`src/rtl/ram_access_arbiter.sv`:
```
// ram_access_arbiter
//   Shares one single-write-port / registered-read-port RAM between two
//   requesters (m0, m1). After reset (optionally) and on a clear pulse it
//   walks every address writing INIT_VAL. Otherwise it grants at most one
//   access per cycle, either round-robin or with m0 taking priority.
//
// Ports
//   clk, rst_n            clock, asynchronous active-low reset
//   clear                 pulse; starts a clear sequence while arbitrating
//   m*_req/we/addr/wdata  requester payload, held until m*_gnt
//   m*_gnt                combinational grant for this cycle
//   m*_rvalid/m*_rdata    read return, one cycle after a granted read
//   ram_we/wdata/waddr    RAM write port
//   ram_raddr, ram_q      RAM read address and registered read data
//   init_done             1 while arbitrating with no clear in progress
module ram_access_arbiter #(
    parameter int              AW             = 6,
    parameter int              DW             = 8,
    parameter logic [DW-1:0]   INIT_VAL       = {DW{1'b0}},
    parameter int              CLEAR_ON_RESET = 1,
    parameter int              FIXED_PRIO     = 0
) (
    input  logic          clk,
    input  logic          rst_n,
    input  logic          clear,
    input  logic          m0_req,
    input  logic          m0_we,
    input  logic [AW-1:0] m0_addr,
    input  logic [DW-1:0] m0_wdata,
    output logic          m0_gnt,
    output logic          m0_rvalid,
    output logic [DW-1:0] m0_rdata,
    input  logic          m1_req,
    input  logic          m1_we,
    input  logic [AW-1:0] m1_addr,
    input  logic [DW-1:0] m1_wdata,
    output logic          m1_gnt,
    output logic          m1_rvalid,
    output logic [DW-1:0] m1_rdata,
    output logic          ram_we,
    output logic [DW-1:0] ram_wdata,
    output logic [AW-1:0] ram_waddr,
    output logic [AW-1:0] ram_raddr,
    input  logic [DW-1:0] ram_q,
    output logic          init_done
);

    localparam logic [0:0]    ST_INIT   = 1'b0;
    localparam logic [0:0]    ST_ARB    = 1'b1;
    localparam logic [0:0]    ST_RESET  = (CLEAR_ON_RESET != 0) ? ST_INIT : ST_ARB;
    localparam logic [AW-1:0] LAST_ADDR = {AW{1'b1}};

    logic [0:0]    state_reg, state_next;
    logic [AW-1:0] cnt_reg, cnt_next;
    logic          last_gnt_reg, last_gnt_next;   // 0 = m0, 1 = m1
    logic          init_done_reg, init_done_next;
    logic          m0_rvalid_reg, m1_rvalid_reg;
    logic [AW-1:0] raddr_reg;

    logic          arb_en;
    logic          pick_m1;
    logic          gnt0, gnt1, any_gnt;
    logic          win_we;
    logic [AW-1:0] win_addr;
    logic [DW-1:0] win_wdata;

    // Grants need init_done as well as the ARB state so that, with the clear
    // skipped at reset, the first grant lands on the first edge after release.
    assign arb_en  = (state_reg == ST_ARB) && init_done_reg;
    // Tie-break: round-robin favours whoever did not win last time.
    assign pick_m1 = (FIXED_PRIO != 0) ? 1'b0 : ~last_gnt_reg;
    assign gnt0    = arb_en & m0_req & (~m1_req | ~pick_m1);
    assign gnt1    = arb_en & m1_req & (~m0_req | pick_m1);
    assign any_gnt = gnt0 | gnt1;

    assign win_we    = gnt1 ? m1_we    : m0_we;
    assign win_addr  = gnt1 ? m1_addr  : m0_addr;
    assign win_wdata = gnt1 ? m1_wdata : m0_wdata;

    always_comb begin
        ram_we    = 1'b0;
        ram_waddr = win_addr;
        ram_wdata = win_wdata;
        if (state_reg == ST_INIT) begin
            ram_we    = 1'b1;
            ram_waddr = cnt_reg;
            ram_wdata = INIT_VAL;
        end else begin
            ram_we = any_gnt & win_we;
        end
    end

    // Read address holds its last driven value when no read is granted.
    assign ram_raddr = (any_gnt && !win_we) ? win_addr : raddr_reg;

    always_comb begin
        state_next     = state_reg;
        cnt_next       = cnt_reg;
        last_gnt_next  = last_gnt_reg;
        if (state_reg == ST_INIT) begin
            cnt_next = cnt_reg + 1'b1;
            if (cnt_reg == LAST_ADDR) begin
                state_next = ST_ARB;
                cnt_next   = '0;
            end
        end else begin
            if (any_gnt) begin
                last_gnt_next = gnt1;
            end
            if (clear) begin
                state_next = ST_INIT;
                cnt_next   = '0;
            end
        end
        init_done_next = (state_next == ST_ARB);
    end

    always_ff @(posedge clk or negedge rst_n) begin
        if (!rst_n) begin
            state_reg     <= ST_RESET;
            cnt_reg       <= '0;
            last_gnt_reg  <= 1'b1;
            init_done_reg <= 1'b0;
            m0_rvalid_reg <= 1'b0;
            m1_rvalid_reg <= 1'b0;
            raddr_reg     <= '0;
        end else begin
            state_reg     <= state_next;
            cnt_reg       <= cnt_next;
            last_gnt_reg  <= last_gnt_next;
            init_done_reg <= init_done_next;
            m0_rvalid_reg <= gnt0 & ~m0_we;
            m1_rvalid_reg <= gnt1 & ~m1_we;
            raddr_reg     <= ram_raddr;
        end
    end

    assign m0_gnt    = gnt0;
    assign m1_gnt    = gnt1;
    assign m0_rvalid = m0_rvalid_reg;
    assign m1_rvalid = m1_rvalid_reg;
    assign m0_rdata  = ram_q;
    assign m1_rdata  = ram_q;
    assign init_done = init_done_reg;

endmodule

```
`config.mk`:
```
export PLATFORM = sky130hd
export DESIGN_NAME = ram_access_arbiter
export DESIGN_NICKNAME = d
export VERILOG_FILES = /design/src/rtl/ram_access_arbiter.sv
export SDC_FILE = /design/constraint.sdc
export NUM_CORES = 1
export LEC_CHECK = 0
export BUFFER_PORTS_ARGS = -buffer_cell sky130_fd_sc_hd__buf_2
export CAP_MARGIN = 20
export CORE_MARGIN = 3
export CORE_UTILIZATION = 35
export CTS_CLUSTER_DIAMETER = 200
export DETAILED_ROUTE_END_ITERATION = 8
export PLACE_DENSITY = 0.78
export SLEW_MARGIN = 20
export SYNTH_ARGS = -nofsm -noshare
export SYNTH_HDL_FRONTEND = slang
export SYNTH_SLANG_ARGS = --single-unit
```
`constraint.sdc`:
```
create_clock -name clk -period 5.1 [get_ports clk]
set_clock_uncertainty 0.2 [all_clocks]
set_input_delay 0.255 -clock clk [delete_from_list [all_inputs] [get_ports clk]]
set_output_delay 0.255 -clock clk [all_outputs]
set_load 0.05 [all_outputs]
```
==> summary.txt <==
Status
  – Status: finished clean

Final layout
  – Design area: ~1400 um^2
  – Nets@finish: between 200 and 250
  – Layout cell share with drive strength beyond 1: between 50% and 60%
  – Layout area overhead: 25.5%
  – Area of the multi-input gates: 584 um^2
  – N_diodes: 0
  – Storage cell area: ~400 um^2
  – Filler cells: ~290

Clock network
  – CTS root buf: clkbuf_4
  – CTS Buf Count: 3
  – CTS tree: done
  – Clock Path Buffers: 2
  – Later-pin clock latency in the skew report: 0.30 ns
  – CTS clk-pin slew, worst paths: roughly 0.11 ns
  – CTS sink cnt: 16
  – H-tree Lvls: 1
  – Post_cts resized: 0

Run
  – Max-capacitance violation count: 0

Yosys
  – Distinct cell type count after synthesis: 28
  – Netlist Area Pre-Place: roughly 1100 um^2
  – Syn_area_per_cell: roughly 9.6 um^2
  – Syn Inst Count: 119
  – Yosys Warn Count: 0
  – Synth area leaders: dfrtp_1, buf_4, mux2_4, mux2_2, nand2_1
  – FF+latch count, synth: 16
  – Sequential share of the synthesized area: about a third
  – Yosys top cell area share: about a third
  – Syn Nets: roughly 160
  – Post-synth top area cell: dfrtp_1

Placed design
  – Placed Area: around 1400 um^2
  – Port-buffer cells: 60
  – GP Congestion: 0.727
  – Post-DP HPWL: 2.08 mm

Route
  – DRT antenna net count: 0
  – DR iter-0 viols: 17
  – DRC Markers: 0
  – TritonRoute pass-1 iters: 4
  – Vias per cell: around 4.7
  – Wire per inst: between 10 and 15 um
  – DRT Wirelength: approximately 2.7 mm
  – Vias: 982

STA
  – Final setup vio count: 0
  – Fmax: approximately 0.38 GHz
  – Minimum clock period: around 2.7 ns
  – Actual slew at the worst max-slew pin: between 0.3 and 0.4 ns
  – Tcrit/Tclk final: ~52%
  – Worst rel slew slack: between 70% and 80%
  – Final hold vios: 0
  – RSZ-0062 raised after global routing: false
  – Fin. max-slew vios: 0
  – Final setup TNS: 0 ns

Die
  – Die Height: 63.3 um
  – Rows: 20
  – Die Area: ~4000 um^2
  – Die Span X: between 60 and 70 um
  – Core Area: 3080 um^2
  – Starting density of the core: 37.3%
  – I/O pin total: 85

Critical path
  – Setup CP Type: in -> out
  – Crit-path max FO: 17
  – Endpoint class of the critical path: primary output
  – Crit path arrival time: 2.21 ns
  – Critical Path RT: 4.64 ns
  – Worst setup SP type: input port

Power
  – Cell Pwr Density: about 500 nW/um^2
  – Leak: between 0.7 and 0.8 nW
  – Maximum vdd ir drop: 0.000151 V

Global routing
  – Largest net degree at the start of global routing: 30
  – Overflow after GRT: 0
  – Vias in the first global route: 984
  – First-pass GRT wire length: approximately 4.4 mm
  – GRT Util Overall: roughly an eighth
  – Initial antenna violation count: 0

Min path
  – Hold Path Class: in -> reg
worst max-delay path, cell delays in order:
cell and delay [ns]:
dlygate4sd3_1 0.53, buf_2 0.15, nand2_2 0.09, nand3_4 0.25
o22ai_4 0.33, mux2_2 0.39, buf_2 0.21
placed cells by master (no fill, tap or decap), drive strengths merged, types with 2 or more instances in the layout:
master,count
o22ai,4
nand2b,2
inv,4
nand3b,2
dfrtp,15
o31ai,3
and3,3
clkbuf,4
xnor2,2
nand3,14
nand2,20
dlygate4sd3,4
buf,61
mux2,18
nor2,4
final timing paths:
check | start | endpoint | slack, ns | depth (start not counted)
setup reg to reg | init_done$_DFF_PN0_ | raddr_reg[1]$_DFF_PN0_ | 3.24 | 3
hold / removal | clear | cnt_reg[1]$_DFFE_PN0P_ | 0.01 | 2
setup / recovery | m0_req | ram_raddr[1] | 2.44 | 7
hold reg to reg | raddr_reg[4]$_DFF_PN0_ | raddr_reg[4]$_DFF_PN0_ | 0.30 | 1
min in group asynchronous | rst_n | cnt_reg[3]$_DFFE_PN0P_ | 0.18 | 2
max in group asynchronous | rst_n | last_gnt_reg$_DFFE_PN1P_ | 4.22 | 2
cells by family after synthesis:
group | Yosys count | synth area share [%]
AO/OA/AOI/OAI | 12 | 8.29
XOR/XNOR | 2 | 1.53
multiplexers | 18 | 20.3
adder cells (fa/ha/maj) | 1 | 1.09
flip-flops | 16 | 35.0
buffers and inverters | 25 | 14.1
AND/OR/NAND/NOR | 45 | 19.7
per-stage QoR:
stage               util [%]  hold slack, ns  cells  worst slack [ns]  power (mW)
global placement        44.3        -0.00613    203              2.95       0.628
global route            46.8          0.0162    211              2.35       0.763
finish                  46.8          0.0135    211              2.44       0.722
CTS                     46.8         0.00512    211              2.41       0.726
floorplan                  -          -0.241    119              2.76       0.582
detailed placement      44.3         -0.0143    203              2.93       0.636
power breakdown:
| group | switching [mW] | internal [mW] |
|---|---|---|
| Combinational | 0.277 | 0.137 |
| Clock | 0.0441 | 0.0436 |
| Sequential | 0.0399 | 0.181 |
repair_timing:
item / 4_1_cts / 5_1_grt
endpoints found under the hold margin: 19 / 0
buffers inserted: 0 / 0
hold buffers: 4 / 0
cells in the mapped netlist, drive strengths merged:
cell type	count
o22ai	4
nand3b	2
o21ai	1
and3	3
inv	4
o31ai	3
nand3	14
mux2	18
a21oi	1
a31o	1
dfrtp	15
a31oi	1
nor2	4
xnor2	2
ha	1
buf	20
nand2b	2
dfstp	1
clkbuf	1
nand2	20
a22o	1
layout make-up:
cell class	count	share of cell area, %
clock buffer	4	2.52
inverter	4	1.04
multi-input combinational	78	40.6
sequential	16	27.9
tap	44	3.82
timing repair buffer	65	24.2
per-layer routing:
metal  track usage, %  up-vias  part of all wire [%]
li1                 -      491                     -
met3             3.74       13                   7.0
met1             16.1      447                    43
met2             22.1       31                    48
met4             5.93        0                   2.2
met5                0        -                     0
(Power assumes the default switching activity.)
